### src/rtl/demux_sched_pkg.sv
// demux_sched_pkg: shared constants and state encoding for the 1x4 demux scheduler
package demux_sched_pkg;
  localparam int NUM_CH = 4;
  localparam int SEL_W = 2;
  localparam logic MODE_RR = 1'b0;
  localparam logic MODE_DIR = 1'b1;
  typedef enum logic {ST_IDLE = 1'b0, ST_HOLD = 1'b1} st_t;
endpackage

### src/rtl/demux_sched_1x4_rr_pick4.sv
// rr_pick4: first enabled channel scanning ptr, ptr+1, ptr+2, ptr+3 (mod 4)
module rr_pick4
  import demux_sched_pkg::*;
(
  input  logic [NUM_CH-1:0] en_mask,
  input  logic [SEL_W-1:0]  ptr,
  output logic [SEL_W-1:0]  pick,
  output logic              pick_ok
);
  logic [2*NUM_CH-1:0] dbl;
  logic [NUM_CH-1:0] rot;
  logic [SEL_W-1:0] off;
  always_comb begin
    dbl = {en_mask, en_mask} >> ptr;
    rot = dbl[NUM_CH-1:0];
    off = rot[0] ? 2'd0 : rot[1] ? 2'd1 : rot[2] ? 2'd2 : 2'd3;
    pick = ptr + off;
    pick_ok = |en_mask;
  end
endmodule

### src/rtl/demux_sched_1x4.sv
// demux_sched_1x4: round-robin/directed 1-to-4 word scheduler; DEMUX_SCHED_COUNT_EN adds per-channel fire counters cnt0..cnt3
module demux_sched_1x4
  import demux_sched_pkg::*;
#(
  parameter int WIDTH = 8
) (
  input  logic              clk,
  input  logic              rst,
  input  logic              mode,
  input  logic [NUM_CH-1:0] en_mask,
  input  logic              in_valid,
  input  logic [WIDTH-1:0]  in_data,
  input  logic [SEL_W-1:0]  in_dest,
  output logic              in_ready,
  output logic [SEL_W-1:0]  sel,
  output logic [NUM_CH-1:0] out_valid,
  output logic [WIDTH-1:0]  out_data,
  input  logic [NUM_CH-1:0] out_ready
`ifdef DEMUX_SCHED_COUNT_EN
  ,
  output logic [15:0]       cnt0,
  output logic [15:0]       cnt1,
  output logic [15:0]       cnt2,
  output logic [15:0]       cnt3
`endif
);
  st_t st, st_nx;
  logic [SEL_W-1:0] ptr, pick;
  logic rr_ok, pick_ok, dir, fire, in_fire;
  rr_pick4 u_pick (
    .en_mask(en_mask),
    .ptr    (ptr),
    .pick   (pick),
    .pick_ok(rr_ok)
  );
  always_comb begin
    dir = mode == MODE_DIR;
    fire = (st == ST_HOLD) && out_ready[sel];
    pick_ok = dir ? en_mask[in_dest] : rr_ok;
    in_ready = !rst && ((st == ST_IDLE) || fire) && pick_ok;
    in_fire = in_valid && in_ready;
    st_nx = in_fire ? ST_HOLD : fire ? ST_IDLE : st;
    out_valid = (st == ST_HOLD) ? NUM_CH'(1) << sel : '0;
  end
  always_ff @(posedge clk) begin
    if (rst) begin
      st <= ST_IDLE;
      ptr <= '0;
      sel <= '0;
      out_data <= '0;
    end else begin
      st <= st_nx;
      if (in_fire) begin
        out_data <= in_data;
        sel <= dir ? in_dest : pick;
        if (!dir) ptr <= pick + 2'd1;
      end
    end
  end
`ifdef DEMUX_SCHED_COUNT_EN
  logic [15:0] cnt [NUM_CH];
  always_ff @(posedge clk) begin
    if (rst) for (int i = 0; i < NUM_CH; i++) cnt[i] <= '0;
    else if (fire) cnt[sel] <= cnt[sel] + 16'd1;
  end
  assign cnt0 = cnt[0];
  assign cnt1 = cnt[1];
  assign cnt2 = cnt[2];
  assign cnt3 = cnt[3];
`endif
endmodule
### config.mk
export PLATFORM = sky130hd
export DESIGN_NAME = demux_sched_1x4
export DESIGN_NICKNAME = d
export VERILOG_FILES = /design/src/rtl/demux_sched_pkg.sv /design/src/rtl/demux_sched_1x4_rr_pick4.sv /design/src/rtl/demux_sched_1x4.sv
export SDC_FILE = /design/constraint.sdc
export NUM_CORES = 1
export LEC_CHECK = 0
export CORE_ASPECT_RATIO = 0.6
export CORE_MARGIN = 5
export CORE_UTILIZATION = 38
export DETAILED_ROUTE_END_ITERATION = 6
export PLACE_DENSITY = 0.75
export REMOVE_ABC_BUFFERS = 1
export SKIP_CTS_REPAIR_TIMING = 1
export SYNTH_ARGS = -nofsm -noshare
export SYNTH_HDL_FRONTEND = slang
export SYNTH_HIERARCHICAL = 1
export SYNTH_SLANG_ARGS = --single-unit
### constraint.sdc
create_clock -name clk -period 1.8 [get_ports clk]
set_input_delay 0.18 -clock clk [delete_from_list [all_inputs] [get_ports clk]]
set_output_delay 0.18 -clock clk [all_outputs]
set_load 0.01 [all_outputs]
==> key figures <==
Worst setup path
  • R2R Path End: sel[1]
  • Crit-path cells: and3b_2, a21oi_1, o211ai_1, ha_2, buf_6, and2b_1, o21ai_0, nand4_1, mux2i_1, mux2i_1
  • Top cell by count, worst path: mux2i_1
  • Worst path required time: 1930 ps
  • Worst-path fanout max: 7
  • Worst Setup Start Kind: flip-flop
  • Crit. End Element: flip-flop
  • Worst r2r path cells: 10
  • CP max stage delay: 370 ps
  • Setup CP Type: reg2reg
  • CP max stage cell: dfxtp_4
  • Bufs and invs on worst path: 1
  • CP Data Arrival Time: 2080 ps
  • Crit-path leading delay family: simple AND/OR/NAND/NOR gates
  • Slack of the worst reg-to-reg path: -150 ps
  • Reg2reg start: ptr[0]

Placed design
  • DP Worst Slack: -562 ps
  • DP HPWL: 1850 um
  • GP Congestion: ~0.8
  • Port Buffers: 36

Route
  • DR iter-0 viols: 12
  • Drt pass-1 iters: 2
  • Antenna Nets Post-Route: 0
  • Routed wire per std cell: 13.8 um
  • Vias per std cell: 4.82
  • Vias: 843
  • Final wirelength: 2420 um
  • Drc violations: 0

Worst hold path
  • Hold Crit Class: in2reg
  • Hold Crit Depth: 4
  • Hold_sp: in_dest[1]
  • Hold endpoint: sel[1]

Power
  • Maximum vdd drop: 441 uV
  • Leak: 0.713 nW
  • Switching share of power: 0.266
  • Clk pwr share: 0.285
  • Logic gate share of total power: 0.347
  • Internal Pwr Total: 0.000669 W
  • Pwr/cell area: 602 nW/um^2
  • Pwr Total: 0.000911 W
  • Sw Pwr: 0.000242 W
  • Flop pwr share: 0.369

Synthesis
  • EDFF count, synth: 0
  • Synth Flop Type: dfxtp_1
  • Warnings, synthesis: 6
  • Synth Area in Simple Gates: 0.288
  • Syn Area/Cell: 10.3 um^2
  • Largest family of logic cells by synthesized area: simple AND/OR/NAND/NOR gates
  • Register area share after synthesis: 0.294
  • Yosys cell types: 29
  • Post-synthesis mux area share: 0.280
  • Ys async rst share: 0
  • Cell taking the most area after synthesis: dfxtp_1
  • Synthesized flop and latch total: 13
  • Post-Synthesis Cells: 86
  • Post-synth top area share: 0.294
  • Adder-cell share of the synthesized area: 0.0141
  • Post-synthesis xor/xnor area fraction: 0.00989
  • Synth top area cells: dfxtp_1, mux2_4, mux2i_1
  • Compound-gate portion of the synthesized area: 0.0847
  • Mapped Area: just under 900 um^2

Clock tree
  • Worst-Skew Late Latency: roughly 250 ps
  • CTS max path bufs: 2
  • CTS clk-pin slew, worst paths: 50 ps
  • CTS Sinks: 13
  • TritonCTS clock tree: done
  • H-tree depth: 1
  • CTS buffer count: 3
  • CTS root buf: clkbuf_8

STA
  • Slew of the pin with the lowest slew margin: 335 ps
  • RSZ-0062 raised after global routing: true
  • Final min period: around 2000 ps
  • Layout Skew: roughly 4.5 ps
  • Final hold viol count: 0
  • Setup violators final: 2
  • Max-slew violation count: 0
  • Final setup TNS: -292 ps
  • Slew headroom: 0.776
  • Tcrit/Tclk final: 1.08
  • Fmax: 0.514 GHz
  • Final setup margin: -147 ps

Status
  • Failing checks: negative setup slack
  • Status: finished with violations

Die
  • Row cnt: 13
  • Full die area: 3430 um^2
  • Initial Utilization: 0.403
  • Die H: between 40 and 50 um
  • Core area: around 2200 um^2
  • Top Ports: 37
  • Die width: 72.3 um

Cells and area
  • Footprint of the multi-input gates: 619 um^2
  • # nets final: about 170
  • # diodes: 0
  • Core Util, Final: 0.689
  • Register area: around 260 um^2
  • Proportion of layout cells with a drive suffix above 1: 0.331
  • Area delta synth->final: 70.9%
  • Fill cells: roughly 160

Global route
  • Remaining Overflow, GRT: 0
  • GRT Util Overall: 0.143
  • Pin count of the biggest net entering global routing: 14
  • Initial antenna violation count: 0
  • Number of global-route vias before repair: 838
  • First-pass GRT wire length: 3730 um

Run
  • MaxCap Viol Count: 0
[logic make-up after synthesis]
group,after synthesis
AO/OA/AOI/OAI,8
flip-flops,13
AND/OR/NAND/NOR,40
multiplexers,20
XOR/XNOR,1
adder cells (fa/ha/maj),1
buffers and inverters,3
[worst reg2reg max path, cell delays in order (launching register included)]
cell and delay, ps:
dfxtp_4 370, and3b_2 170, a21oi_1 40, o211ai_1 190, ha_2 220, buf_6 100
and2b_1 170, o21ai_0 100, nand4_1 190, mux2i_1 200, mux2i_1 90
[worst max-delay path by stage]
stage | from | endpoint | slack [ps] | cells after the start
3_3_place_gp | en_mask[3] | ptr[1] | -560 | 9
3_5_place_dp | en_mask[3] | ptr[1] | -560 | 9
5_1_grt | ptr[0] | ptr[1] | -240 | 10
4_1_cts | en_mask[0] | in_ready | -490 | 6
2_1_floorplan | en_mask[0] | out_data[3] | -400 | 4
6_report | ptr[0] | sel[1] | -150 | 10
[cell type report]
type	instances	area share
clock buffers	4	0.0298
repair buffers	58	0.362
flip-flops and latches	13	0.174
well taps	30	0.0248
multi-input cells	70	0.409
[flip-flops by register name (all words and copies together), names as in the netlist]
signal,count
out_data,8
ptr,2
sel,2
st,1
[stage by stage]
step / area (um^2) / hold WS, ps / std cells
5_1_grt: 1510 / 485 / 175
6_report: 1510 / 449 / 175
4_1_cts: 1460 / 538 / 174
2_1_floorplan: 860 / 249 / 83
3_3_place_gp: 1420 / 513 / 170
3_5_place_dp: 1420 / 527 / 170
[power groups by stage]
stage	combinational [W]	clock [W]	sequential, W
floorplan	0.000132	0	0.000348
global placement	0.000298	0	0.000339
detailed placement	0.000305	0	0.000340
CTS	0.000306	0.000265	0.000334
global route	0.000340	0.000279	0.000340
finish	0.000316	0.000259	0.000336
[cell usage after synthesis (2+ instances only)]
cell and count:
nor3_1 2, and2b_2 2, or4_1 2, nand2b_1 3, and2b_1 2, mux2i_1 9, mux2_2 2, nand2_1 3
o21ai_0 3, nor2b_1 10, nor2_1 4, and3b_2 2, buf_6 2, nor3b_1 4, dfxtp_1 13, mux2_4 9
a21oi_1 2
[per-layer routing]
| metal | share of wire | track usage |
|---|---|---|
| met3 | 0.055 | 0.0491 |
| met5 | 0 | 0 |
| met4 | 0.017 | 0.0337 |
| met2 | 0.47 | 0.248 |
| met1 | 0.46 | 0.174 |
[placed cells by master (no fill, tap or decap), drive strengths merged, types with 2 or more instances in the layout]
cell and count:
clkdlybuf4s50 30, buf 22, dfxtp 13, mux2 11, nor2b 10, mux2i 9
dlymetal6s2s 6, nor2 4, nor3b 4, clkbuf 4, and2b 4, nand2 3
nand2b 3, o21ai 3, nor3 2, a21oi 2, and3b 2, or4 2
Note: power is estimated with default switching activity, not from simulation.
